## config.mk

```make
export PLATFORM = sky130hd
export DESIGN_NAME = iexecute_pipe
export DESIGN_NICKNAME = d
export VERILOG_FILES = /design/src/rtl/iexecute_pipe.sv
export SDC_FILE = /design/constraint.sdc
export NUM_CORES = 2
export LEC_CHECK = 0
export CAP_MARGIN = 20
export CORE_ASPECT_RATIO = 1.1
export CORE_MARGIN = 2
export CORE_UTILIZATION = 35
export CTS_BUF_LIST = sky130_fd_sc_hd__clkbuf_4
export CTS_CLUSTER_DIAMETER = 200
export DETAILED_ROUTE_END_ITERATION = 16
export GPL_TIMING_DRIVEN = 0
export PLACE_DENSITY = 0.51
export SLEW_MARGIN = 40
export SYNTH_ARGS = -nofsm -noshare
export SYNTH_HDL_FRONTEND = slang
export SYNTH_SLANG_ARGS = --single-unit
```

## constraint.sdc

```tcl
create_clock -name clk -period 16.06 [get_ports clk]
set_clock_uncertainty 0.1 [all_clocks]
set_input_delay 3.212 -clock clk [delete_from_list [all_inputs] [get_ports clk]]
set_output_delay 3.212 -clock clk [all_outputs]
set_load 0.02 [all_outputs]
```

## src/rtl/iexecute_pipe.sv

```systemverilog
// rtl/iexecute_pipe.sv - LEGv8 execute stage with iterative MUL and valid/ready handshake
//
// Purpose: registered execute stage between ID/EX and EX/MEM. Computes alu_result, zero
// and branch_target. Single-cycle ops complete on the accept edge. MUL runs a shift-add
// loop, one bit per cycle, for WIDTH cycles.
//
// Ports:
//   clk, reset                     clock (rising edge), asynchronous active-high reset
//   in_valid / in_ready            upstream handshake
//   pc_in, read_data1_in,
//   read_data2_in,
//   sign_extended_output_in        instruction PC, operand A, operand B, immediate
//   alu_op_in, alu_src_in,
//   opcode_in                      operation selection
//   out_valid / out_ready          downstream handshake
//   alu_result, zero,
//   branch_target                  registered results
//   busy                           MUL iteration in progress
module iexecute_pipe #(
    parameter int WIDTH  = 64,
    parameter bit MUL_EN = 1'b1
) (
    input  logic             clk,
    input  logic             reset,
    input  logic             in_valid,
    output logic             in_ready,
    input  logic [WIDTH-1:0] pc_in,
    input  logic [WIDTH-1:0] read_data1_in,
    input  logic [WIDTH-1:0] read_data2_in,
    input  logic [WIDTH-1:0] sign_extended_output_in,
    input  logic [1:0]       alu_op_in,
    input  logic             alu_src_in,
    input  logic [10:0]      opcode_in,
    output logic             out_valid,
    input  logic             out_ready,
    output logic [WIDTH-1:0] alu_result,
    output logic             zero,
    output logic [WIDTH-1:0] branch_target,
    output logic             busy
);

    localparam logic [10:0] OP_ADD = 11'b10001011000;
    localparam logic [10:0] OP_SUB = 11'b11001011000;
    localparam logic [10:0] OP_AND = 11'b10001010000;
    localparam logic [10:0] OP_ORR = 11'b10101010000;
    localparam logic [10:0] OP_MUL = 11'b10011011000;

    localparam int CW = (WIDTH > 1) ? $clog2(WIDTH) : 1;
    localparam logic [CW-1:0] CNT_LAST = CW'(WIDTH - 1);

    typedef enum logic [1:0] {S_IDLE, S_MUL, S_HOLD} state_t;

    state_t           state;
    state_t           state_nxt;

    logic [WIDTH-1:0] op_b;
    logic [WIDTH-1:0] single_result;
    logic [WIDTH-1:0] target_in;
    logic             is_mul;
    logic             accept;
    logic             out_free;
    logic             last_iter;

    logic [WIDTH-1:0] mul_a;
    logic [WIDTH-1:0] mul_b;
    logic [WIDTH-1:0] mul_acc;
    logic [WIDTH-1:0] mul_step;
    logic [WIDTH-1:0] mul_target;
    logic [CW-1:0]    mul_cnt;

    assign op_b      = alu_src_in ? sign_extended_output_in : read_data2_in;
    assign target_in = pc_in + (sign_extended_output_in << 2);
    assign is_mul    = MUL_EN && (alu_op_in == 2'b10) && (opcode_in == OP_MUL);
    assign accept    = in_valid && in_ready;
    // The output slot can take a new result if empty or being consumed this edge.
    assign out_free  = !out_valid || out_ready;
    assign last_iter = (state == S_MUL) && (mul_cnt == CNT_LAST);
    // Partial product for the current multiplier bit; A shifts left as B shifts right.
    assign mul_step  = mul_acc + (mul_b[0] ? mul_a : '0);

    always_comb begin
        single_result = '0;
        case (alu_op_in)
            2'b00: single_result = read_data1_in + op_b;
            2'b01: single_result = op_b;
            2'b10: begin
                case (opcode_in)
                    OP_ADD:  single_result = read_data1_in + op_b;
                    OP_SUB:  single_result = read_data1_in - op_b;
                    OP_AND:  single_result = read_data1_in & op_b;
                    OP_ORR:  single_result = read_data1_in | op_b;
                    default: single_result = '0;
                endcase
            end
            default: single_result = '0;
        endcase
    end

    // State register
    always_ff @(posedge clk or posedge reset) begin
        if (reset) begin
            state <= S_IDLE;
        end else begin
            state <= state_nxt;
        end
    end

    // Next-state logic
    always_comb begin
        state_nxt = state;
        case (state)
            S_IDLE: if (accept && is_mul) state_nxt = S_MUL;
            S_MUL:  if (last_iter) state_nxt = out_free ? S_IDLE : S_HOLD;
            S_HOLD: if (out_ready) state_nxt = S_IDLE;
            default: state_nxt = S_IDLE;
        endcase
    end

    // State-derived outputs
    always_comb begin
        in_ready = 1'b0;
        busy     = 1'b0;
        if (!reset) begin
            in_ready = (state == S_IDLE) && out_free;
        end
        busy = (state == S_MUL);
    end

    // Output registers and MUL datapath
    always_ff @(posedge clk or posedge reset) begin
        if (reset) begin
            out_valid     <= 1'b0;
            alu_result    <= '0;
            zero          <= 1'b0;
            branch_target <= '0;
            mul_a         <= '0;
            mul_b         <= '0;
            mul_acc       <= '0;
            mul_target    <= '0;
            mul_cnt       <= '0;
        end else begin
            if (accept && !is_mul) begin
                out_valid     <= 1'b1;
                alu_result    <= single_result;
                zero          <= (single_result == '0);
                branch_target <= target_in;
            end else if (last_iter && out_free) begin
                out_valid     <= 1'b1;
                alu_result    <= mul_step;
                zero          <= (mul_step == '0);
                branch_target <= mul_target;
            end else if ((state == S_HOLD) && out_ready) begin
                // Completed product parked in mul_acc while the slot was occupied.
                out_valid     <= 1'b1;
                alu_result    <= mul_acc;
                zero          <= (mul_acc == '0);
                branch_target <= mul_target;
            end else if (out_ready) begin
                out_valid <= 1'b0;
            end

            if (accept && is_mul) begin
                mul_a      <= read_data1_in;
                mul_b      <= op_b;
                mul_acc    <= '0;
                mul_target <= target_in;
                mul_cnt    <= '0;
            end else if (state == S_MUL) begin
                mul_acc <= mul_step;
                mul_a   <= mul_a << 1;
                mul_b   <= mul_b >> 1;
                mul_cnt <= last_iter ? '0 : mul_cnt + 1'b1;
            end
        end
    end

endmodule
```

### After elaboration in Yosys (flattened, before gate mapping)

Index checks and enable logic that the tools add are counted.

* reductions and logical operators: 20
* eq/ne operators: 13
* bitwise logic cells: 2
* mux-type cells: 32
* add/sub/neg operators: 5

Operators by type and width (number)
* $mux W64: 14
* $pmux W64 S4: 1
* $add A64 B64 Y64: 3
* $logic_not A64 Y1: 3
* $pmux W64 S3: 1
* $and A64 B64 Y64: 1
* $or A64 B64 Y64: 1
* $sub A64 B64 Y64: 1
* $eq A11 B11 Y1 const B: 5
* $mux W6: 3
* $logic_and A1 B1 Y1: 8
* $mux W1: 8
* $mux W2: 4
* $add A6 B1 Y6 const B: 1
* $eq A6 B6 Y1 const B: 1
* $pmux W2 S3: 1
* $eq A2 B1 Y1 const B: 2
* $eq A2 B2 Y1 const B: 2
* $logic_not A2 Y1: 2
* $ne A2 B2 Y1 const B: 2
* $reduce_bool A4 Y1: 1
* $reduce_and A3 Y1: 1
* $reduce_bool A3 Y1: 1
* $logic_not A1 Y1: 2
* 3 further kinds: 3

* register bits: 394
* output and inout bits: 132
* word-level logic and storage cells: 82
* input bits: 274

### Longest topological paths before layout

* depth in word-level cells: 8
* depth in mapped cells: 23
* depth with buffers taken out: 20

### Least setup slack after synthesis

No wires, ideal clock.

* path type: input -> register
* from: input alu_src_in
* to: register zero
* setup slack: 6.223 ns
* buffers on the path: 6
* library setup time: 0.082 ns
* data required time: 15.878 ns
* stages: 22
* arrival: 9.655 ns
* cells stage by stage: clkbuf_1 -> buf_1 -> clkbuf_1 -> buf_1 -> clkbuf_1 -> mux2i_1 -> ha_1 -> clkbuf_1 -> or4b_1 -> o211a_1 -> o21a_1 -> a311o_1 -> nand2_1 -> o221a_2 -> a21oi_1 -> nor4_1 -> nand4_1 -> or4_1 -> nor3_1 -> nand4_1 -> or4_1 -> a31oi_1

* longest elaborated chain between the ends: 6
* elaborated cells between the ends (all ways): 9
* those cells by class: add/sub: 2; mux: 4; bitwise: 2; reduce/logical: 1

RTL lines
* start: declaration: RTL line 32 `input logic alu_src_in,`
* $mux W64 *: RTL line 71 `assign op_b = alu_src_in ? sign_extended_output_in : read_data2_in;`
* $sub A64 B64 Y64, or another cell as far along: RTL line 89 `OP_SUB: single_result = read_data1_in - op_b;`
* $pmux W64 S4: RTL line 87 `case (opcode_in)`
* $pmux W64 S3 *: RTL line 83 `case (alu_op_in)`
* $logic_not A64 Y1 *: RTL line 145 `zero <= (single_result == '0);`
* $mux W1 *: RTL line 142 `if (accept && !is_mul) begin`
* end signal: assignment: RTL line 145
* end signal: assignment: RTL line 150 `zero <= (mul_step == '0);`
* end signal: assignment: RTL line 156 `zero <= (mul_acc == '0);`
* end: declaration: RTL line 37 `output logic zero,`

Mark *: on every way between the ends. The rest lies on a longest branch, timed or not.
A chain may end at the register's enable or synchronous reset.

### Final worst setup path

Ends and elaborated chain as after synthesis.

==> impl_metrics.yaml <==
outcome:
  status: "complete, no violations"
sta:
  slew_headroom: 0.337
  min_period_ns: 11.85
  setup_tns_ns: 0
  rsz0062_at_grt: "no"
  drv_slew: 0
  worst_pin_slew_ns: 0.994
  finalSetupViolations: 0
  max_freq_mhz: 84.4
  final.period_utilization: 0.738
  hold_viol: 0
cts:
  cts_resized: 0
  cts_sinks: 394
  cts_buffers: 112
  clock_latency_ns: 1.02
  cts_hold_buf: 0
  postCtsSetupBuffers: 0
  cts_tree: "yes"
  htreeDepth: 3
  path_clk_slew_ns: 0.07
  root_buffer: "clkbuf_4"
  cts_max_path_buffers: 3
worst_setup_path:
  crit_path_top_delay_cell: "clkbuf_2"
  max_stage_delay_ns: 0.77
  cpLargestDelayFamily: "buffers and inverters"
  end_kind: "flip-flop"
  critPathLaunchType: "input port"
  worstPathCellList: "clkbuf_1, buf_1, clkbuf_2, buf_2, clkbuf_2, mux2i_4, buf_8, ha_1, clkbuf_1, nor4_1, nand3_1, a2111oi_1, nor2_1, o41ai_1, a41o_1, a21oi_1, o311ai_0, nor3b_1, o2bb2ai_1, o2bb2a_1, or4_1, a31oi_1"
  crit_type: "in -> reg"
  rrSetupSlack_ns: 9.74
  rr_startpoint: "mul_b[0]"
  worstPathArrival_ns: 12.65
  required_ns: 16.87
  path_max_fanout: 10
  crit_buf_inv: 7
  rr_endpoint: "zero"
  reg2regPathDepth: 19
power:
  peakVddDrop_v: 0.0000622
  power_mw: 4.55
  p_per_area_mw_per_mm2: 101
  leakagePower_nw: 19.9
global_route:
  grt_use_met2: 0.542
  use_met3: 0.0645
  grt_pass1_vias: 38500
  busiest_layer: "met2"
  use_met1: 0.488
  track_usage: 0.357
  antenna_found_initial: 7
  grt_max_degree: 73
  grt_pass1_wl_um: 279000
  gr-total-overflow: 0
synthesis:
  yosysMostFrequentCell: "nand2_1"
  yosys.area.top_type: "dfrtp_1"
  yosysSeqAreaShare: 0.268
  synth.avg_cell_area_um2: 7.77
  ys_top_cells_by_area: "dfrtp_1, ha_1, nand2_1"
  synthCells: 4737
  ys_warn_count: 0
  syn_nets: 5371
  synth_top_area_share: 0.268
  synth-main-ff-cell: "dfrtp_1"
  synthArstFlopShare: 1.00
  synth_common_cells: "nand2_1, dfrtp_1, nor2_1"
  synth_edf_count: 0
  synth-seq-cells: 394
  synth_area_mm2: 0.0368
  synth_cell_types: 102
worst_hold_path:
  holdPathEnd: "branch_target[12]"
  min_path_type: "reg -> reg"
  hold-path-cell-count: 2
  hp-start: "mul_target[12]"
die:
  core_mm2: 0.104
  die_width_um: 313
  num_rows: 124
  start_util: 0.353
  ios: 406
  dieArea_mm2: 0.108
  die_y_um: 344
routing:
  drc: 0
  wl_per_cell_um: 29.4
  vias_per_cell: 6.09
  drt_iter0_drc: 5103
  routed_wl_um: 198000
  drtPass1Iterations: 7
  vias: 41200
  drt.antenna.violating_nets: 0
flow_run:
  maxCapViolCount: 0
layout:
  drive_gt1_frac: 0.0720
  fin_nets: 5908
  multi_input_area_mm2: 0.0254
  syn2layout_area_growth_pct: 22.0
  fillers: 10900
  seq_area_mm2: 0.00986
placement:
  dp_hpwl_um: 162000
  place_congestion: 1.01
  port_buffers: 402
==> worst min-delay path: cells and delay by family, from the launching register on <==
| kind | cells | cell delay (ns) |
|---|---|---|
| flops | 1 | 0.37 |
| simple gates | 1 | 0.06 |
| compound gates | 1 | 0.07 |
==> where the power goes <==
part	switching (mW)	internal, mW	leakage [nW]
clock	0.499	0.477	0.857
sequential	0.166	1.16	5.33
combinational	1.48	0.764	13.7
total	2.15	2.40	19.9
==> area by class of cell <==
type / instances / area share
multi-input combinational: 3826 / 0.567
sequential: 394 / 0.220
timing repair buffer: 423 / 0.0965
tap: 1386 / 0.0387
clock buffer: 164 / 0.0274
buffer: 274 / 0.0247
inverter: 243 / 0.0205
clock inverter: 40 / 0.00494
antenna: 9 / 0.000502
==> per-layer routing <==
metal / up-vias / routed length [um]
met5: - / 0
met4: 0 / 10600
met3: 388 / 17100
met2: 2205 / 85100
met1: 20200 / 85600
li1: 18400 / -
==> cell usage in the layout (no fill, tap or decap), types with 79 or more instances in the layout <==
cell	count
clkbuf_4	165
xnor2_1	119
dfrtp_1	394
nor2_1	359
a21o_1	92
a22oi_1	112
clkdlybuf4s50_1	402
nand2_1	701
inv_1	239
and2_1	79
clkbuf_1	199
a21oi_1	354
nand3_1	116
ha_1	356
o21ai_0	334
==> worst max path at each step <==
stage,start,to,cells after the start
5_1_grt,alu_src_in,zero,22
2_1_floorplan,reset,alu_result[0],1
3_5_place_dp,alu_src_in,zero,22
6_report,alu_src_in,zero,22
3_3_place_gp,reset,mul_b[24],2
4_1_cts,alu_src_in,zero,22
==> cell families (layout without fill, tap and decap cells) <==
family                     after synthesis  after routing  synth area share
other                                    0              9                 0
xor gates and xnor gates               183            183            0.0436
DFF                                    394            394             0.268
muxes                                   83             83            0.0233
and+or+nand+nor                       1653           1653             0.208
AOI/OAI and AO/OA                     1547           1547             0.280
adders and majority gates              360            360             0.123
buffers and inverters                  517           1144            0.0535
==> stage by stage <==
step           cells  hold slack, ns  instance area, um2   util  setup WS (ns)
2_1_floorplan   4737           0.339               36800      -           1.79
5_1_grt         6756           0.370               44900  0.431           3.89
6_report        6759           0.357               44900  0.431           4.21
3_3_place_gp    6525           0.351               42500  0.409          -3.97
4_1_cts         6748           0.345               44800  0.430           4.44
3_5_place_dp    6544           0.355               43300  0.416           3.42
==> registers in the layout (all words and copies together) (netlist names) <==
signal	cells
alu_result	64
branch_target	64
mul_a	64
mul_acc	64
mul_b	64
mul_target	64
mul_cnt	6
state	2
out_valid	1
zero	1
No activity file was read; power rests on OpenSTA's default activity.
